**src/rtl/fetch_ctrl.sv**
```systemverilog
// ============================================================================
// fetch_ctrl : instruction-fetch sequencing controller (PC, stalls, redirects,
//              halt drain).                                  Revision: 1.0
// ============================================================================
`default_nettype none

module fetch_ctrl #(
  parameter logic [31:0] RESET_PC     = 32'h0000_0000,
  parameter int unsigned STALL_CYCLES = 1,
  parameter int unsigned DRAIN_CYCLES = 4
) (
  input  logic        CLK,
  input  logic        RESET_N,
  input  logic        halt_seen,
  input  logic        load_use_hazard,
  input  logic        branch_taken,
  input  logic [31:0] branch_target,
  input  logic        jump,
  input  logic [31:0] jump_target,
  output logic [31:0] pc,
  output logic        fetch_en,
  output logic        ifid_write,
  output logic        ifid_flush,
  output logic        idex_bubble,
  output logic        done,
  output logic [31:0] cycle_count,
  output logic [31:0] stall_count
);

  typedef enum logic [1:0] {
    RUN   = 2'd0,
    STALL = 2'd1,
    DRAIN = 2'd2,
    HALT  = 2'd3
  } state_t;

  localparam bit          SINGLE_STALL = (STALL_CYCLES <= 1);
  localparam logic [31:0] STALL_ENTRY  = 32'(STALL_CYCLES - 2);
  localparam logic [31:0] STALL_RELOAD = 32'(STALL_CYCLES - 1);
  localparam logic [31:0] DRAIN_LOAD   = 32'(DRAIN_CYCLES - 1);

  state_t      state;
  state_t      state_nx;
  logic [31:0] pc_nx;
  logic [31:0] cnt;
  logic [31:0] cnt_nx;
  logic        stall_inc;
  logic        redirect;
  logic [31:0] redirect_pc;

  // Branch beats jump when both resolve together; targets are word aligned.
  assign redirect    = branch_taken | jump;
  assign redirect_pc = (branch_taken ? branch_target : jump_target) & 32'hFFFF_FFFC;

  always_ff @(posedge CLK or negedge RESET_N) begin
    if (!RESET_N) begin
      state       <= RUN;
      pc          <= RESET_PC;
      cnt         <= '0;
      cycle_count <= '0;
      stall_count <= '0;
    end else begin
      state <= state_nx;
      pc    <= pc_nx;
      cnt   <= cnt_nx;
      if (state != HALT) begin
        cycle_count <= cycle_count + 32'd1;
      end
      if (stall_inc) begin
        stall_count <= stall_count + 32'd1;
      end
    end
  end

  always_comb begin
    state_nx    = state;
    pc_nx       = pc;
    cnt_nx      = cnt;
    stall_inc   = 1'b0;
    fetch_en    = 1'b0;
    ifid_write  = 1'b0;
    ifid_flush  = 1'b0;
    idex_bubble = 1'b0;
    done        = 1'b0;

    case (state)
      RUN: begin
        if (redirect) begin
          pc_nx      = redirect_pc;
          fetch_en   = 1'b1;
          ifid_write = 1'b1;
          ifid_flush = 1'b1;
          cnt_nx     = '0;
          state_nx   = RUN;
        end else if (load_use_hazard) begin
          fetch_en    = 1'b1;
          idex_bubble = 1'b1;
          stall_inc   = 1'b1;
          if (!SINGLE_STALL) begin
            state_nx = STALL;
            cnt_nx   = STALL_ENTRY;
          end
        end else if (halt_seen) begin
          // Halt word moves on to EX while a NOP takes its place in ID.
          ifid_write = 1'b1;
          ifid_flush = 1'b1;
          state_nx   = DRAIN;
          cnt_nx     = DRAIN_LOAD;
        end else begin
          fetch_en   = 1'b1;
          ifid_write = 1'b1;
          pc_nx      = pc + 32'd4;
        end
      end

      STALL: begin
        if (redirect) begin
          pc_nx      = redirect_pc;
          fetch_en   = 1'b1;
          ifid_write = 1'b1;
          ifid_flush = 1'b1;
          cnt_nx     = '0;
          state_nx   = RUN;
        end else begin
          fetch_en    = 1'b1;
          idex_bubble = 1'b1;
          stall_inc   = 1'b1;
          if (cnt != 32'd0) begin
            cnt_nx = cnt - 32'd1;
          end else if (load_use_hazard) begin
            cnt_nx = STALL_RELOAD;
          end else begin
            state_nx = RUN;
          end
        end
      end

      DRAIN: begin
        ifid_write = 1'b1;
        ifid_flush = 1'b1;
        if (cnt == 32'd0) begin
          state_nx = HALT;
        end else begin
          cnt_nx = cnt - 32'd1;
        end
      end

      HALT: begin
        done = 1'b1;
      end

      default: begin
        state_nx = RUN;
      end
    endcase

    // Reset forces a flushed, idle front end without waiting for a clock.
    if (!RESET_N) begin
      fetch_en    = 1'b0;
      ifid_write  = 1'b0;
      ifid_flush  = 1'b1;
      idex_bubble = 1'b0;
      done        = 1'b0;
    end
  end

endmodule

`default_nettype wire

```
**config.mk**
```make
export PLATFORM = sky130hd
export DESIGN_NAME = fetch_ctrl
export DESIGN_NICKNAME = d
export VERILOG_FILES = /design/src/rtl/fetch_ctrl.sv
export SDC_FILE = /design/constraint.sdc
export NUM_CORES = 1
export LEC_CHECK = 0
export ABC_AREA = 1
export CAP_MARGIN = 0
export CORE_AREA = 4 4 111 193
export CTS_CLUSTER_DIAMETER = 150
export CTS_CLUSTER_SIZE = 20
export DETAILED_ROUTE_END_ITERATION = 8
export DIE_AREA = 0 0 115 197
export PLACE_DENSITY = 0.78
export SLEW_MARGIN = 20
export SYNTH_ARGS = -nofsm -noshare
export SYNTH_HDL_FRONTEND = slang
export SYNTH_SLANG_ARGS = --single-unit
```
**constraint.sdc**
```tcl
create_clock -name CLK -period 3.7 [get_ports CLK]
set_input_delay 0.74 -clock CLK [delete_from_list [all_inputs] [get_ports CLK]]
set_output_delay 0.74 -clock CLK [all_outputs]
set_load 0.02 [all_outputs]
```
==> results.txt, run 1 <==
----------------------------------------------------
[Status]
  Result of the run ... completed

[Clocking]
  Number of buffers created by CTS ... 17
  Number of buffers on the longest clock path ... 2
  Number of buffers inserted to repair setup after CTS ... 0
  Clock Root Buffer ... sky130_fd_sc_hd__clkbuf_16
  Worst-skew pair later-pin latency ... between 0.4 and 0.5 ns
  TritonCTS clock tree ... yes
  Resize count post-CTS ... 0
  Count of clock tree sinks ... 128
  Number of hold buffers added after CTS ... 0
  Level count of the clock H-tree ... 4
  Clk slew on worst S/H paths ... 0.06 ns

[Die]
  Number of top-level pins ... 171
  Die span in y ... a little under 200 um
  Die Footprint ... between 20000 and 25000 sq um
  Standard cell core area ... around 20000 sq um
  Horizontal extent of the die ... 115 um
  Effective utilization at floorplan ... 44.6%
  Placement row count ... roughly 70

[Route]
  Count of unresolved DRC violations after routing ... 0
  Total via count after detailed routing ... 8778
  Count of nets left with antenna violations after detail routing ... 0
  Detailed router's first-iteration violation count ... between 500 and 600
  Vias per std cell ... 5.26
  Avg WL per Cell ... roughly 15 um
  Iteration count of the initial detailed-routing pass ... 5
  Total length of routed wires ... between 20000 and 25000 um

[Synth]
  Most used flip-flop cell after synthesis ... sky130_fd_sc_hd__dfrtp_1
  Register bit count reported by yosys ... 128
  Cell type with the largest total area after synthesis ... sky130_fd_sc_hd__dfrtp_1
  Register area share after synthesis ... between 30% and 40%
  Portion of synthesized cell area occupied by the leading cell type ... between 30% and 40%
  Area contributors post-synth ... sky130_fd_sc_hd__dfrtp_1, sky130_fd_sc_hd__nand2_1, sky130_fd_sc_hd__nor2_1, sky130_fd_sc_hd__inv_1, sky130_fd_sc_hd__nand3_1
  Share of flip-flops with an asynchronous set or reset after synthesis ... 100%
  Number of enable-type register cells in the synthesized netlist ... 0
  Synth unique cells ... between 40 and 50
  Post-synthesis instance area ... 8800 sq um
  Synthesis Warnings ... 0
  Average cell area after synthesis ... 7.04 sq um
  Mapped Cells ... approximately 1.3k

[Setup path]
  Critical path, cell by cell ... inv_1 -> ha_1 -> a21oi_1 -> a211oi_1 -> clkdlybuf4s50_1
  Critical path capture point type ... output port
  Library cell contributing the largest single delay on the critical path ... sky130_fd_sc_hd__clkdlybuf4s50_1
  Worst-path fanout max ... 11
  Largest stage delay on the critical path ... a little under 0.7 ns
  Setup slack on the worst flop-to-flop path ... about 1.2 ns
  Category of the most critical setup path ... flop to output port
  Kind of start point of the critical path ... flop
  CP Data Required Time ... around 3 ns
  Critical path buffers and inverters ... 2
  Cell family with most CP delay ... buffers and inverters
  Arrival time of data at the critical path endpoint ... 2.54 ns

[Timing]
  Rel. slew slack ... 49.7%
  Peak clock frequency supported by timing ... roughly 0.30 GHz
  Tmin final ... approximately 3.3 ns
  Setup repair after global routing missed its margin ... false
  Worst slew pin tran ... 0.754 ns
  Hold slack final ... about 0.39 ns
  Final worst-path cycle share ... 88.7%
  Count of final hold-check violations ... 0
  Worst setup skew after layout ... approximately 0.009 ns
  Count of pins over their slew limit ... 0
  Final sum of negative setup slack ... 0 ns
  Final setup violating endpoints ... 0

[Pwr]
  Power density over cell area ... 317 nW/um^2
  Leakage power of the design ... 0.00532 uW
  Max IR drop VDD ... approximately 0.00035 V
  Overall power after layout ... about 3600 uW

[Layout]
  Highest-count cells in the layout ignoring fill and taps ... sky130_fd_sc_hd__nand2_1, sky130_fd_sc_hd__clkdlybuf4s50_1, sky130_fd_sc_hd__nor2_1
  Non-filler instance count after layout ... 1668
  Total Nets Final ... about 1.5k
  Diodes inserted ... 0
  Synthesis-to-finish area growth ... 28.0%
  Share of layout cells above drive strength 1 ... around 8.5%
  Final core utilization ... 57.1%
  Leading cell type in the layout, fill and taps excluded ... sky130_fd_sc_hd__nand2_1

[Hold path]
  Hold crit path type ... input port to async pin

[Placed design]
  Number of placed instances, taps included ... around 1.6k
  Detailed placer's ending HPWL ... about 19000 um
  Port buffer count ... 164
  Gpl congestion ... about 0.9

[GRT]
  Pin count of the biggest net entering global routing ... 58
  Wire length of the first global-routing pass ... just over 40000 um
  Sum of overflow across all layers after global routing ... 0
  Antenna violations before repair ... 0
  Total Routing Usage GR ... between 20% and 30%
  Vias in the first global route ... about 8.7k

[Flow run]
  Max_cap viols ... 0

----------------------------------------------------
kinds of logic after synthesis:
group / after synthesis / synth area share (%)
buffers and inverters: 184 / 8.69
AO/OA/AOI/OAI: 121 / 7.32
flip-flops: 128 / 36.4
AND/OR/NAND/NOR: 738 / 39.4
XOR/XNOR: 69 / 6.87
other: 1 / 0.0426
adder cells (fa/ha/maj): 9 / 1.28
worst register-to-register path: stages, from the launching register on:
cell	delay, ns
sky130_fd_sc_hd__dfrtp_1	0.37
sky130_fd_sc_hd__inv_1	0.13
sky130_fd_sc_hd__ha_1	0.36
sky130_fd_sc_hd__nand3_4	0.14
sky130_fd_sc_hd__nor2_4	0.19
sky130_fd_sc_hd__nand3_2	0.11
sky130_fd_sc_hd__nor2_4	0.11
sky130_fd_sc_hd__nand3_4	0.26
sky130_fd_sc_hd__nand2_8	0.25
sky130_fd_sc_hd__inv_4	0.18
sky130_fd_sc_hd__nand2_4	0.14
sky130_fd_sc_hd__inv_2	0.09
sky130_fd_sc_hd__nor2_1	0.11
registers in the layout, indices dropped and copies added, names as in the netlist:
name and count:
state 2, cnt 32, cycle_count 32, pc 30
stall_count 32
area by class of cell:
cell class / instances / area (sq um)
Multi-Input combinational cell: 939 / 4840
Sequential cell: 128 / 3200
Timing Repair Buffer: 178 / 1760
Inverter: 147 / 554
Clock buffer: 18 / 439
Clock inverter: 13 / 161
Tap cell: 245 / 307
Fill cell: 1836 / 8470
final timing paths:
kind                            startpoint              end  cells after the start
max                               state[0]       ifid_write                      5
min                                RESET_N          cnt[18]                      2
max reg2reg                         cnt[0]          cnt[30]                     12
min reg2reg                cycle_count[31]  cycle_count[31]                      1
max in group asynchronous          RESET_N  stall_count[17]                      2
min in group CLK           cycle_count[31]  cycle_count[31]                      1
synth_stat cells (2+ instances only):
cell type,instances
sky130_fd_sc_hd__a31oi_1,2
sky130_fd_sc_hd__inv_1,141
sky130_fd_sc_hd__o21ai_2,2
sky130_fd_sc_hd__a21oi_1,38
sky130_fd_sc_hd__nor3_2,6
sky130_fd_sc_hd__xor2_1,40
sky130_fd_sc_hd__nand3_1,100
sky130_fd_sc_hd__nor3_1,26
sky130_fd_sc_hd__buf_4,5
sky130_fd_sc_hd__o22ai_1,2
sky130_fd_sc_hd__nand3b_1,4
sky130_fd_sc_hd__nor2_2,9
sky130_fd_sc_hd__inv_2,5
sky130_fd_sc_hd__clkbuf_1,15
sky130_fd_sc_hd__nor4_1,4
sky130_fd_sc_hd__nand2_1,326
sky130_fd_sc_hd__nand3_4,2
sky130_fd_sc_hd__a22o_1,2
sky130_fd_sc_hd__nand4_1,47
sky130_fd_sc_hd__dfrtp_1,128
sky130_fd_sc_hd__nand2_4,3
sky130_fd_sc_hd__o21ai_1,5
sky130_fd_sc_hd__xnor2_1,29
sky130_fd_sc_hd__and2_1,2
sky130_fd_sc_hd__ha_1,9
sky130_fd_sc_hd__nor2_1,159
sky130_fd_sc_hd__o21ai_0,66
sky130_fd_sc_hd__buf_6,5
sky130_fd_sc_hd__nor2_4,11
sky130_fd_sc_hd__nand3_2,20
sky130_fd_sc_hd__nand2_2,12
sky130_fd_sc_hd__buf_2,12
metrics by stage:
| stage | cell area (sq um) | worst slack, ns |
|---|---|---|
| global placement | 10700 | 0.436 |
| global route | 11300 | 0.249 |
| finish | 11300 | 0.416 |
| CTS | 11300 | 0.405 |
| detailed placement | 10700 | 0.440 |
| floorplan | 8810 | 1.11 |
where the power goes:
group / leakage [uW] / switching [uW] / total, uW / internal, uW
Sequential: 0.00150 / 43.9 / 1470 / 1430
Clock: 0.000296 / 659 / 1730 / 1070
Combinational: 0.00352 / 201 / 362 / 162
metal layers:
metal,up-vias,global-route usage (%),wire length [um]
met1,4109,23.7,9110
li1,4330,-,-
met3,54,4.88,1370
met5,-,0,0
met2,285,41.2,13500
met4,0,10.6,850
No activity file was read; power rests on OpenSTA's default activity.
==> run 2, diff against run 1 <==
Settings changed: CAP_MARGIN 0 to not set, RECOVER_POWER set to 100, REMOVE_ABC_BUFFERS set to 1.
==> run 2 against run 1 <==
Against the previous run: the run now ends with capacitance limit, slew limit left; non-clock buffer count down 1; largest cell class unchanged; flip-flop and latch count unchanged; via count grew 0.30%; clock-buffer cell count did not move; first-iteration DRC count increased by 2.7%; critical path depth is 3 higher; hold slack lost 0.16 ns; highest routed layer unchanged; sequential power barely moved; setup slack worse by 0.12 ns; critical endpoint is now ifid_flush; clock skew grew 0.0061 ns.
==> results.txt, run 2 (synthesis results as in run 1) <==
----------------------------------------------------
[Setup path]
  Worst r2r path cells ... 12 (unchanged)
  Reg-to-reg endpoint ... cnt[27]
  Critical path buffers and inverters ... 3 (+1)
  Worst R2R Start ... cnt[0]
  Worst-path fanout max ... 4 (-7)
  Cell family with most CP delay ... buffers and inverters
  Critical path, cell by cell ... dlygate4sd3_1 -> nor2_4 -> inv_2 -> a21oi_1 -> o21ai_0 -> nand2_1 -> nand2_1 -> dlygate4sd3_1
  Setup slack on the worst flop-to-flop path ... 0.43 ns (-0.74 ns)
  Kind of start point of the critical path ... input port
  Library cell contributing the largest single delay on the critical path ... sky130_fd_sc_hd__dlygate4sd3_1
  Category of the most critical setup path ... input port to output port
  Critical path capture point type ... output port
  Arrival time of data at the critical path endpoint ... 2.67 ns (+0.13 ns)
  Largest stage delay on the critical path ... 0.66 ns (-0.02 ns)
  CP Data Required Time ... 2.96 ns (about the same)

[Layout]
  Diodes inserted ... 0 (unchanged)
  Share of layout cells above drive strength 1 ... 6.11% (-2.4 points)
  Leading cell type in the layout, fill and taps excluded ... sky130_fd_sc_hd__nand2_1
  Highest-count cells in the layout ignoring fill and taps ... sky130_fd_sc_hd__nand2_1, sky130_fd_sc_hd__nor2_1, sky130_fd_sc_hd__inv_1
  Synthesis-to-finish area growth ... 26.0%
  Final core utilization ... 56.2% (-0.87 points)
  Non-filler instance count after layout ... 1668 (unchanged)
  Total Nets Final ... 1489 (-0.067%)
  Top Registers ... cnt x32, cycle_count x32, stall_count x32

[Timing]
  Worst setup skew after layout ... 0.0153 ns (+0.00615 ns)
  Worst slew pin tran ... 1.70 ns (+0.941 ns)
  Final worst-path cycle share ... 92.1% (+3.3 points)
  Hold slack final ... 0.226 ns (-0.162 ns)
  Rel. slew slack ... -13.0% (-63 points)
  Tmin final ... 3.41 ns (+0.123 ns)
  Count of final hold-check violations ... 0 (unchanged)
  Final sum of negative setup slack ... 0 ns (unchanged)
  Count of pins over their slew limit ... 127 (+127)
  Setup repair after global routing missed its margin ... false
  Peak clock frequency supported by timing ... 0.294 GHz (-3.6%)
  Final setup violating endpoints ... 0 (unchanged)

[Clocking]
  TritonCTS clock tree ... yes
  Number of buffers on the longest clock path ... 2 (unchanged)
  Clk slew on worst S/H paths ... 0.06 ns (about the same)
  Clock Root Buffer ... sky130_fd_sc_hd__clkbuf_16
  Worst-skew pair later-pin latency ... 0.43 ns (about the same)
  Count of clock tree sinks ... 128 (unchanged)
  Number of buffers inserted to repair setup after CTS ... 0 (unchanged)
  Number of buffers created by CTS ... 17 (unchanged)
  Number of hold buffers added after CTS ... 0 (unchanged)
  Level count of the clock H-tree ... 4 (unchanged)
  Resize count post-CTS ... 0 (unchanged)

[Status]
  Result of the run ... finished, violations left
  Violations in the final reports ... capacitance limit, slew limit

[Placed design]
  Gpl congestion ... 0.911 (+2.7%)
  Port buffer count ... 164 (unchanged)
  Number of placed instances, taps included ... 1636 (-0.061%)
  Detailed placer's ending HPWL ... 18800 um (+1.3%)

[Pwr]
  Part of the power in combinational logic ... 9.6% (-0.6 points)
  Leakage power of the design ... 0.00534 uW (+0.37%)
  Overall power after layout ... 3600 uW (+0.83%)
  Max IR drop VDD ... 0.000220 V (-36%)
  Internal Pwr Total ... 2670 uW (+0.12%)
  Power density over cell area ... 324 nW/um^2 (+2.4%)
  Switching component of the power ... 930 uW (+2.9%)
  Switch share ... 25.9% (+0.53 points)
  Share of total power in the clock network ... 49.5% (+0.9 points)
  Sequential cell fraction of total power ... 40.9% (-0.4 points)

[Die]
  Number of top-level pins ... 171 (unchanged)
  Standard cell core area ... 19700 sq um (unchanged)
  Effective utilization at floorplan ... 44.6% (unchanged)
  Die Footprint ... 22700 sq um (unchanged)
  Die span in y ... 197 um (unchanged)
  Placement row count ... 68 (unchanged)
  Horizontal extent of the die ... 115 um (unchanged)

[GRT]
  Sum of overflow across all layers after global routing ... 0 (unchanged)
  Antenna violations before repair ... 0 (unchanged)
  Pin count of the biggest net entering global routing ... 70 (+21%)
  Total Routing Usage GR ... 22.0% (-0.42 points)
  Wire length of the first global-routing pass ... 40700 um (-1.2%)
  Vias in the first global route ... 8770 (+0.27%)

[Hold path]
  Hold crit path type ... input port to async pin

[Route]
  Total length of routed wires ... 24800 um (-0.23%)
  Detailed router's first-iteration violation count ... 536 (+2.7%)
  Count of nets left with antenna violations after detail routing ... 0 (unchanged)
  Avg WL per Cell ... 14.9 um (-0.23%)
  Vias per std cell ... 5.28 (+0.30%)
  Iteration count of the initial detailed-routing pass ... 6 (+1)
  Count of unresolved DRC violations after routing ... 0 (unchanged)
  Total via count after detailed routing ... 8804 (+0.30%)

[Flow run]
  Max_cap viols ... 2 (+2)

----------------------------------------------------
[run 2: cell count changes in the layout (fill, tap and decap cells not counted), moves of 4 or more]
cell                              delta
sky130_fd_sc_hd__buf_4               -4
sky130_fd_sc_hd__clkdlybuf4s50_1   -100
sky130_fd_sc_hd__dlygate4sd3_1     +100
sky130_fd_sc_hd__nand2_1             +6
sky130_fd_sc_hd__nand2_2             -5
sky130_fd_sc_hd__nand3_1            +11
sky130_fd_sc_hd__nand3_2            -11
sky130_fd_sc_hd__nor2_1              +8
sky130_fd_sc_hd__nor2_2              -5
sky130_fd_sc_hd__nor3_1              +4
sky130_fd_sc_hd__nor3_2              -4
[run 2: final cells by class]
cell class / instances / area (sq um)
Multi-Input combinational cell: 939 / 4690
Clock inverter: 14 / 180
Timing Repair Buffer: 177 / 1720
Fill cell: 1858 / 8650
Sequential cell: 128 / 3200
Inverter: 147 / 552
Tap cell: 245 / 307
Clock buffer: 18 / 439
[run 2: routing by layer]
| layer | share of wire (%) | GRT usage [%] | vias up |
|---|---|---|---|
| met2 | 53 | 40.4 | 316 |
| met4 | 2.9 | 9.53 | 0 |
| li1 | - | - | 4334 |
| met1 | 37 | 23.6 | 4097 |
| met5 | 0 | 0 | - |
| met3 | 6.3 | 5.13 | 57 |
[run 2: worst reg2reg max path: stages (launching register included)]
cell and delay (ns):
sky130_fd_sc_hd__dfrtp_1 0.35, sky130_fd_sc_hd__inv_1 0.13, sky130_fd_sc_hd__ha_1 0.33, sky130_fd_sc_hd__nand2_1 0.20, sky130_fd_sc_hd__nor2_1 0.23, sky130_fd_sc_hd__nand2_4 0.06, sky130_fd_sc_hd__nor2_1 0.67, sky130_fd_sc_hd__a21oi_1 0.35
sky130_fd_sc_hd__nand2_8 0.25, sky130_fd_sc_hd__inv_2 0.25, sky130_fd_sc_hd__nand2_4 0.19, sky130_fd_sc_hd__inv_2 0.09, sky130_fd_sc_hd__nor2_1 0.11
[run 2: how the worst max path moves through the flow]
stage | slack, ns | cells after the start | to | startpoint
after global placement | 0.46 | 6 | ifid_write | branch_taken
after global routing | 0.18 | 8 | ifid_flush | branch_taken
final | 0.29 | 8 | ifid_flush | branch_taken
after CTS | 0.44 | 6 | ifid_write | branch_taken
after floorplan | 0.24 | 6 | fetch_en | jump
after detailed placement | 0.44 | 6 | ifid_write | branch_taken
[run 2: per-stage QoR]
| step | instance area [sq um] | setup slack (ns) |
|---|---|---|
| 5_1_grt | 11100 | 0.183 |
| 4_1_cts | 11300 | 0.437 |
| 6_report | 11100 | 0.293 |
| 3_3_place_gp | 10600 | 0.456 |
| 3_5_place_dp | 10600 | 0.439 |
| 2_1_floorplan | 8600 | 0.235 |
[run 2: power by group through the flow]
| stage | combinational, uW | clock [uW] | sequential [uW] |
|---|---|---|---|
| CTS | 363 | 1810 | 1470 |
| global placement | 357 | 0 | 1490 |
| detailed placement | 361 | 0 | 1490 |
| floorplan | 121 | 0 | 1520 |
| global route | 384 | 1880 | 1470 |
| finish | 346 | 1780 | 1470 |
==> run 3, diff against run 2 <==
Settings changed: SETUP_SLACK_MARGIN set to 0.5.
==> run 3 against run 2 <==
Against the previous run: the run still ends with capacitance limit, slew limit left; clock-buffer cell count unchanged; sequential share of layout area barely moved; power hardly changed; routed wire length increased by 0.16%; critical endpoint is now cnt[27]; die area is the same; setup slack better by 0.26 ns; final area rose by 0.17%; first-iteration DRC count decreased by 4.7%; non-clock buffer count stayed put; core utilization increased by 0.095 points; sequential power about the same; clock power hardly changed.
==> results.txt, run 3 (synthesis results as in run 1) <==
----------------------------------------------------
[GRT]
  Antenna violations before repair ... 0 (unchanged)
  Sum of overflow across all layers after global routing ... 0 (unchanged)
  Vias in the first global route ... 8767 (-0.034%)
  Wire length of the first global-routing pass ... 40700 um (about the same)
  Total Routing Usage GR ... 22.0% (about the same)
  Pin count of the biggest net entering global routing ... 70 (unchanged)

[Setup path]
  Most frequent cell on the critical path ... sky130_fd_sc_hd__nor2_1
  Arrival time of data at the critical path endpoint ... 3.50 ns (+0.83 ns)
  Library cell contributing the largest single delay on the critical path ... sky130_fd_sc_hd__nor2_1
  Critical path capture point type ... flop
  Setup slack on the worst flop-to-flop path ... 0.55 ns (+0.12 ns)
  Critical path buffers and inverters ... 3 (unchanged)
  Category of the most critical setup path ... flop to flop
  Cell family with most CP delay ... simple AND/OR/NAND/NOR gates
  Worst-path fanout max ... 24 (+20)
  Kind of start point of the critical path ... flop
  CP Data Required Time ... 4.05 ns (+1.09 ns)
  Critical path, cell by cell ... inv_1 -> ha_1 -> nand2_1 -> nor2_1 -> nand2_4 -> nor2_1 -> a21oi_4 -> nand2_8 -> inv_2 -> nand2_4 -> inv_1 -> nor2_1
  Largest stage delay on the critical path ... 0.72 ns (+0.06 ns)

[Clocking]
  Number of hold buffers added after CTS ... 0 (unchanged)
  Clk slew on worst S/H paths ... 0.06 ns (about the same)
  Number of buffers created by CTS ... 17 (unchanged)
  Level count of the clock H-tree ... 4 (unchanged)
  Count of clock tree sinks ... 128 (unchanged)
  Number of buffers on the longest clock path ... 2 (unchanged)
  Clock Root Buffer ... sky130_fd_sc_hd__clkbuf_16
  Worst-skew pair later-pin latency ... 0.43 ns (about the same)
  TritonCTS clock tree ... yes

[Placed design]
  Port buffer count ... 164 (unchanged)
  Gpl congestion ... 0.911 (unchanged)
  Detailed placer's ending HPWL ... 18800 um (unchanged)

[Timing]
  Worst slew pin tran ... 1.71 ns (+0.0137 ns)
  Setup repair after global routing missed its margin ... false
  Final worst-path cycle share ... 85.2% (-6.9 points)
  Worst setup skew after layout ... 0.0126 ns (-0.00269 ns)
  Count of pins over their slew limit ... 128 (+0.79%)
  Count of final hold-check violations ... 0 (unchanged)
  Final setup violating endpoints ... 0 (unchanged)
  Final sum of negative setup slack ... 0 ns (unchanged)
  Tmin final ... 3.15 ns (-0.255 ns)
  Peak clock frequency supported by timing ... 0.317 GHz (+8.1%)
  Rel. slew slack ... -13.9% (-0.92 points)

[Die]
  Horizontal extent of the die ... 115 um (unchanged)
  Effective utilization at floorplan ... 44.6% (unchanged)
  Placement row count ... 68 (unchanged)
  Number of top-level pins ... 171 (unchanged)
  Die Footprint ... 22700 sq um (unchanged)
  Standard cell core area ... 19700 sq um (unchanged)
  Die span in y ... 197 um (unchanged)

[Pwr]
  Internal Pwr Total ... 2670 uW (about the same)
  Leakage power of the design ... 0.00535 uW (+0.22%)
  Switch share ... 25.9% (+0.067 points)
  Switching component of the power ... 933 uW (+0.32%)
  Share of total power in the clock network ... 49.5% (about the same)
  Sequential cell fraction of total power ... 40.8% (about the same)
  Power density over cell area ... 324 nW/um^2 (-0.10%)
  Part of the power in combinational logic ... 9.6% (about the same)
  Max IR drop VDD ... 0.000219 V (-0.50%)

[Route]
  Detailed router's first-iteration violation count ... 511 (-4.7%)
  Total length of routed wires ... 24800 um (+0.16%)
  Count of unresolved DRC violations after routing ... 0 (unchanged)
  Avg WL per Cell ... 14.9 um (+0.16%)
  Iteration count of the initial detailed-routing pass ... 5 (-1)
  Total via count after detailed routing ... 8805 (+0.011%)
  Count of nets left with antenna violations after detail routing ... 0 (unchanged)
  Vias per std cell ... 5.28 (about the same)

[Layout]
  Top Registers ... cnt x32, cycle_count x32, stall_count x32
  Layout fillers ... 1860 (+0.11%)
  Leading cell type in the layout, fill and taps excluded ... sky130_fd_sc_hd__nand2_1
  Highest-count cells in the layout ignoring fill and taps ... sky130_fd_sc_hd__nand2_1, sky130_fd_sc_hd__nor2_1, sky130_fd_sc_hd__inv_1
  Total Nets Final ... 1489 (unchanged)
  Final core utilization ... 56.3% (+0.095 points)
  Diodes inserted ... 0 (unchanged)
  Share of layout cells above drive strength 1 ... 6.25% (+0.14 points)
  Synthesis-to-finish area growth ... 26.2%

[Status]
  Result of the run ... finished, violations left
  Violations in the final reports ... capacitance limit, slew limit

[Flow run]
  Max_cap viols ... 2 (unchanged)

[Hold path]
  Hold crit path type ... input port to async pin

----------------------------------------------------
## run 3: power groups by stage
stage / Clock (uW) / Combinational (uW) / Sequential (uW)
6_report: 1780 / 346 / 1470
2_1_floorplan: 0 / 121 / 1520
3_5_place_dp: 0 / 361 / 1490
5_1_grt: 1880 / 384 / 1470
4_1_cts: 1810 / 363 / 1470
3_3_place_gp: 0 / 357 / 1490
## run 3: routing by layer
metal	vias up	wire length, um	part of all wire (%)	global-route usage, %
li1	4332	-	-	-
met1	4118	9450	38	23.5
met2	292	13100	53	40.3
met3	63	1460	5.9	5.16
met4	0	773	3.1	9.53
met5	-	0	0	0
## run 3: what timing repair did
action                     CTS  global route
gates resized for setup      3             1
setup buffers                0             0
setup endpoints to repair    3             1
## run 3: path summary, 6_finish.rpt
kind / from / endpoint / cells past startpoint
max in group asynchronous: RESET_N / cycle_count[23] / 2
min in group CLK: cycle_count[31] / cycle_count[31] / 1
worst max register to register: cnt[0] / cnt[27] / 12
worst min register to register: cycle_count[31] / cycle_count[31] / 1
worst min-delay path: RESET_N / state[0] / 1
worst max-delay path: cnt[0] / cnt[27] / 12
## run 3: final cells by class
cell class / instances / area [sq um] / area share, %
clock buffers: 18 / 439 / 3.95
clock inverters: 14 / 180 / 1.62
inverters: 147 / 552 / 4.97
multi-input cells: 939 / 4720 / 42.5
flip-flops and latches: 128 / 3200 / 28.8
well taps: 245 / 307 / 2.76
repair buffers: 177 / 1710 / 15.4
## run 3: worst reg2reg max path, cell delays in order, from the launching register on
cell,delay (ns)
sky130_fd_sc_hd__dfrtp_1,0.35
sky130_fd_sc_hd__inv_1,0.13
sky130_fd_sc_hd__ha_1,0.33
sky130_fd_sc_hd__nand2_1,0.19
sky130_fd_sc_hd__nor2_1,0.23
sky130_fd_sc_hd__nand2_4,0.06
sky130_fd_sc_hd__nor2_1,0.72
sky130_fd_sc_hd__a21oi_4,0.16
sky130_fd_sc_hd__nand2_8,0.20
sky130_fd_sc_hd__inv_2,0.25
sky130_fd_sc_hd__nand2_4,0.18
sky130_fd_sc_hd__inv_1,0.14
sky130_fd_sc_hd__nor2_1,0.13
## run 3: metrics by stage
step           setup slack [ns]  cells  power [uW]  hold slack, ns  instance area [sq um]
2_1_floorplan             0.235   1214        1640           0.444                   8600
3_3_place_gp              0.456   1636        1850           0.463                  10600
3_5_place_dp              0.439   1636        1860           0.469                  10600
4_1_cts                   0.535   1668        3640          0.0844                  11300
5_1_grt                   0.339   1668        3740           0.217                  11100
6_report                  0.548   1668        3600           0.217                  11100
